File: src/rtl/dram_rst_pkg.sv
// Shared types and default parameters for the DRAM reset sequencer.
package dram_rst_pkg;

  typedef enum logic [2:0] {SYNC, HOLD, WAIT_CAL, RUN, FAIL} dram_rst_state_t;

  localparam int unsigned DEF_RST_SYNC_STAGES      = 2;
  localparam int unsigned DEF_RST_HOLD_CYCLES      = 1024;
  localparam int unsigned DEF_CALIB_TIMEOUT_CYCLES = 16777216;
  localparam int unsigned DEF_MAX_RETRIES          = 3;

  function automatic int unsigned max_u(input int unsigned a, input int unsigned b);
    return (a > b) ? a : b;
  endfunction

endpackage

File: src/rtl/bit_synchronizer.sv
// Multi-flop single-bit synchronizer with asynchronous active-low clear
// to a configurable value.
module bit_synchronizer #(
  parameter int unsigned STAGES      = 2,
  parameter logic        RESET_VALUE = 1'b0
) (
  input  logic clk,
  input  logic rstx,
  input  logic d,
  output logic q
);

  logic [STAGES-1:0] sync_q;

  always_ff @(posedge clk or negedge rstx) begin
    if (!rstx) begin
      sync_q <= {STAGES{RESET_VALUE}};
    end else begin
      sync_q <= {sync_q[STAGES-2:0], d};
    end
  end

  assign q = sync_q[STAGES-1];

endmodule

File: src/rtl/dram_reset_sequencer.sv
// Power-on / recovery reset sequencer for the DDR3 wrapper: holds sys_rst,
// watches calibration, retries a bounded number of times, then latches failure.
module dram_reset_sequencer
  import dram_rst_pkg::*;
#(
  parameter int unsigned RST_SYNC_STAGES      = DEF_RST_SYNC_STAGES,
  parameter int unsigned RST_HOLD_CYCLES      = DEF_RST_HOLD_CYCLES,
  parameter int unsigned CALIB_TIMEOUT_CYCLES = DEF_CALIB_TIMEOUT_CYCLES,
  parameter int unsigned MAX_RETRIES          = DEF_MAX_RETRIES
) (
  input  logic                               clk_166_67_mhz,
  input  logic                               dram_rstx_async,
  input  logic                               init_calib_complete,
  output logic                               sys_rst,
  output logic                               calib_ok,
  output logic                               calib_fail,
  output logic [$clog2(MAX_RETRIES+1)-1:0]   retry_count
);

  localparam int unsigned CNT_W = $clog2(max_u(RST_HOLD_CYCLES, CALIB_TIMEOUT_CYCLES));
  localparam int unsigned RC_W  = $clog2(MAX_RETRIES + 1);

  localparam logic [CNT_W-1:0] HOLD_LAST    = CNT_W'(RST_HOLD_CYCLES - 1);
  localparam logic [CNT_W-1:0] TIMEOUT_LAST = CNT_W'(CALIB_TIMEOUT_CYCLES - 1);
  localparam logic [RC_W-1:0]  RETRY_LIMIT  = RC_W'(MAX_RETRIES);

  logic rst_i;
  logic rst_n_i;
  logic cal_s;

  dram_rst_state_t  state_q, state_d;
  logic [CNT_W-1:0] cnt_q, cnt_d;
  logic [RC_W-1:0]  retry_d;
  logic             restart;
  logic             sys_rst_d, calib_ok_d, calib_fail_d;

  // Reset synchronizer: set asynchronously, released after a chain of zeros.
  bit_synchronizer #(
    .STAGES      (RST_SYNC_STAGES),
    .RESET_VALUE (1'b1)
  ) u_rst_sync (
    .clk  (clk_166_67_mhz),
    .rstx (dram_rstx_async),
    .d    (1'b0),
    .q    (rst_i)
  );

  assign rst_n_i = ~rst_i;

  bit_synchronizer #(
    .STAGES      (RST_SYNC_STAGES),
    .RESET_VALUE (1'b0)
  ) u_cal_sync (
    .clk  (clk_166_67_mhz),
    .rstx (rst_n_i),
    .d    (init_calib_complete),
    .q    (cal_s)
  );

  always_comb begin
    state_d = state_q;
    retry_d = retry_count;
    restart = 1'b0;

    case (state_q)
      // The register is held in SYNC by rst_i, so any clocked cycle here has rst_i=0.
      SYNC: state_d = HOLD;
      HOLD: begin
        if (cnt_q == HOLD_LAST) begin
          state_d = WAIT_CAL;
        end
      end
      WAIT_CAL: begin
        if (cal_s) begin
          state_d = RUN;
        end else if (cnt_q == TIMEOUT_LAST) begin
          restart = 1'b1;
        end
      end
      RUN: begin
        if (!cal_s) begin
          restart = 1'b1;
        end
      end
      FAIL:    state_d = FAIL;
      default: state_d = SYNC;
    endcase

    // Timeout and calibration loss share one bounded-retry policy.
    if (restart) begin
      if (retry_count < RETRY_LIMIT) begin
        state_d = HOLD;
        retry_d = retry_count + 1'b1;
      end else begin
        state_d = FAIL;
      end
    end

    if (state_d != state_q) begin
      cnt_d = '0;
    end else if (state_q == HOLD || state_q == WAIT_CAL) begin
      cnt_d = cnt_q + 1'b1;
    end else begin
      cnt_d = cnt_q;
    end

    sys_rst_d    = !(state_d == WAIT_CAL || state_d == RUN);
    calib_ok_d   = (state_d == RUN);
    calib_fail_d = (state_d == FAIL);
  end

  always_ff @(posedge clk_166_67_mhz or posedge rst_i) begin
    if (rst_i) begin
      state_q     <= SYNC;
      cnt_q       <= '0;
      retry_count <= '0;
      sys_rst     <= 1'b1;
      calib_ok    <= 1'b0;
      calib_fail  <= 1'b0;
    end else begin
      state_q     <= state_d;
      cnt_q       <= cnt_d;
      retry_count <= retry_d;
      sys_rst     <= sys_rst_d;
      calib_ok    <= calib_ok_d;
      calib_fail  <= calib_fail_d;
    end
  end

endmodule

File: config.mk
export PLATFORM = sky130hd
export DESIGN_NAME = dram_reset_sequencer
export DESIGN_NICKNAME = d
export VERILOG_FILES = /design/src/rtl/dram_rst_pkg.sv /design/src/rtl/bit_synchronizer.sv /design/src/rtl/dram_reset_sequencer.sv
export SDC_FILE = /design/constraint.sdc
export NUM_CORES = 1
export LEC_CHECK = 0
export CAP_MARGIN = 25
export CORE_UTILIZATION = 59
export CTS_CLUSTER_DIAMETER = 120
export CTS_CLUSTER_SIZE = 30
export DETAILED_ROUTE_END_ITERATION = 6
export HOLD_SLACK_MARGIN = 0.02
export MAX_ROUTING_LAYER = met4
export PLACE_DENSITY = 0.84
export REMOVE_ABC_BUFFERS = 1
export SYNTH_ARGS = -nofsm -noshare
export SYNTH_HDL_FRONTEND = slang
export SYNTH_SLANG_ARGS = --single-unit
File: constraint.sdc
create_clock -name clk_166_67_mhz -period 1.4 [get_ports clk_166_67_mhz]
set_input_delay 0.28 -clock clk_166_67_mhz [delete_from_list [all_inputs] [get_ports clk_166_67_mhz]]
set_output_delay 0.28 -clock clk_166_67_mhz [all_outputs]
set_load 0.02 [all_outputs]
==> out/results.ini <==
[synthesis]
synth_seq_cells=36
seq_area_frac_synth_pct=49.0
synth_warnings=0
synthCells=183
async_flop_share_pct=100
syn-mean-instance-area_um2=10.1
synth_area_um2=1850
ys.flop_type=dfrtp_1
synth_edf_count=0
yosysUniqueCellTypes=37

[finish]
multi_input_area_um2=975
utilization_pct=88.6
fill_cells=135
syn2layout_area_growth_pct=36.9
register_area_um2=911
drive_gt1_share_pct=37.6
mostFrequentLayoutCell=buf_4
fin_nets=249
stdcell_area_um2=2530
antenna_cells=0
final_cell_mix=52 x buf_4, 28 x dfrtp_1, 24 x nor2_1

[drt]
drt-total-wl_mm=5.68
postRouteAntennaNets=0
wl_per_cell_um=20.6
drc=0
drtPass1Iterations=5
viasPerCell=6.30
drtIter0Drc=248
dr_total_vias=1740

[timing]
max_freq_mhz=554
hold_viol_final=0
min_period_ps=1810
fin_worst_skew_ps=12.2
fin_ws_ps=-406
finalSetupViolCount=31
rsz0062_at_grt=true
slew_violations=0
period_share_pct=129

[critical_path]
rrSetupSlack_ps=-410
path_max_fanout=2
endpoint_kind=flop
required_ps=1650
critPathKind=reg2reg
cp-start-kind=flop
crit_arrival_ps=2060

[floorplanning]
rows=19
io_pins=8
core_area_um2=2850
dieHeight_um=57.9
initial_utilization_pct=64.7
die_w_um=57.9
dieArea_um2=3360

[place]
gp_congestion=0.832
io_buffers=7
place_area_um2=2270
dp_slack_ps=-399
dp.final_hpwl_mm=3.29

[outcome]
status=complete, but fails checks
violations=negative setup slack

[global_routing]
grtUsageTotal_pct=36.9
overflow=0
grt_pass1_wl_mm=8.71
antenna_found_initial=0
grt_pass1_vias=1829
grt_max_degree=35

[power_and_ir_drop]
p_leak_nw=1.24
ir_worst_vdd_mv=0.612
power.density_nw_per_um2=727
totalPowerFinal_mw=1.84

[min_path]
hp-class=in2async

[cts]
clk_pin_slew_worst_paths_ps=110
clk_latency_ps=360
cts_buffer_depth=2
clock-root-buffer=clkbuf_4
cts_made_buffers=5
cts_num_sinks=36
cts_tree=done
h-tree-depth=2

[run]
maxCapViolations=0

stage by stage:
stage,hold WS [ps],TNS (ps),cells
floorplan,132,-10970,175
global placement,332,-6390,258
detailed placement,355,-9990,258
CTS,237,-6950,275
global route,235,-12130,276
finish,250,-10220,276
power breakdown:
group,switching (mW),total [mW],internal [mW]
clock,0.374,0.746,0.372
sequential,0.00322,1.05,1.05
combinational,0.0274,0.0394,0.0121
what timing repair did:
item,CTS,global route
hold buffers,0,0
resized for setup,21,10
endpoints found under the setup margin,36,33
setup buffers,10,0
gates cloned,0,1
pin swaps,6,0
cell usage after synthesis (2+ instances only):
master | count | share of area [%]
dfrtp_1 | 33 | 45
and3_1 | 3 | 1.0
a32o_1 | 2 | 1.1
nor4_1 | 4 | 1.4
and2_1 | 2 | 0.68
nand2_1 | 16 | 3.3
nand4_1 | 11 | 3.7
ha_1 | 2 | 1.4
o21ai_0 | 3 | 0.81
xnor2_1 | 7 | 3.3
a21oi_1 | 4 | 1.1
dfstp_2 | 3 | 4.3
and4_1 | 4 | 1.9
nand4_4 | 2 | 2.3
nand3b_1 | 2 | 0.81
clkbuf_1 | 4 | 0.81
inv_1 | 5 | 1.0
xor2_1 | 18 | 8.5
nor3_1 | 5 | 1.4
nor2_1 | 25 | 5.1
nand3_1 | 8 | 2.2
nor3_2 | 2 | 1.1
buf_2 | 4 | 1.1
metal layers:
| layer | routed length [um] | up-vias | track usage, % |
|---|---|---|---|
| met5 | 0 | - | - |
| met4 | 320 | 0 | 20.1 |
| met3 | 431 | 37 | 8.48 |
| met2 | 2850 | 115 | 59.9 |
| met1 | 2080 | 835 | 42.2 |
| li1 | - | 753 | - |
registers in the layout (all words and copies together) (netlist names):
| signal | count |
|---|---|
| cnt_q | 24 |
| calib_fail | 1 |
| state_q | 3 |
| calib_ok | 1 |
| u_cal_sync.sync_q | 2 |
| retry_count | 2 |
| sys_rst | 1 |
| u_rst_sync.sync_q | 2 |
worst paths after layout:
path | from | endpoint | cells after the start
min in group clk_166_67_mhz | init_calib_complete | u_cal_sync.sync_q[0] | 1
max in group asynchronous | u_rst_sync.sync_q[1] | sys_rst | 2
worst min register to register | u_rst_sync.sync_q[1] | cnt_q[18] | 2
worst max register to register | cnt_q[3] | retry_count[1] | 5
worst min-delay path | dram_rstx_async | u_rst_sync.sync_q[0] | 1
worst max-delay path | cnt_q[3] | retry_count[1] | 5
cell families (layout without fill, tap and decap cells):
kind of cell,count (synthesis),count (layout),synth area share [%]
mux,1,1,0.610
simple gates,93,93,29.3
compound gates,12,12,4.74
xor+xnor,25,25,11.9
buf+inv,13,75,2.91
flops,36,36,49.0
other cells,1,1,0.203
fa+ha+maj,2,2,1.35
critical path, stage by stage (launching register included):
cell and delay (ps):
dfrtp_1 440, nand4_4 140, nor4_4 430, nand4_4 170
a21oi_4 210, mux2_4 310
area by class of cell:
class	instances	share of cell area (%)
clock buffer	5	1.49
clock inverter	3	1.68
inverter	5	0.743
multi-input combinational	134	38.6
sequential	36	36.0
tap	31	1.53
timing repair buffer	62	20.0
(Power assumes the default switching activity.)
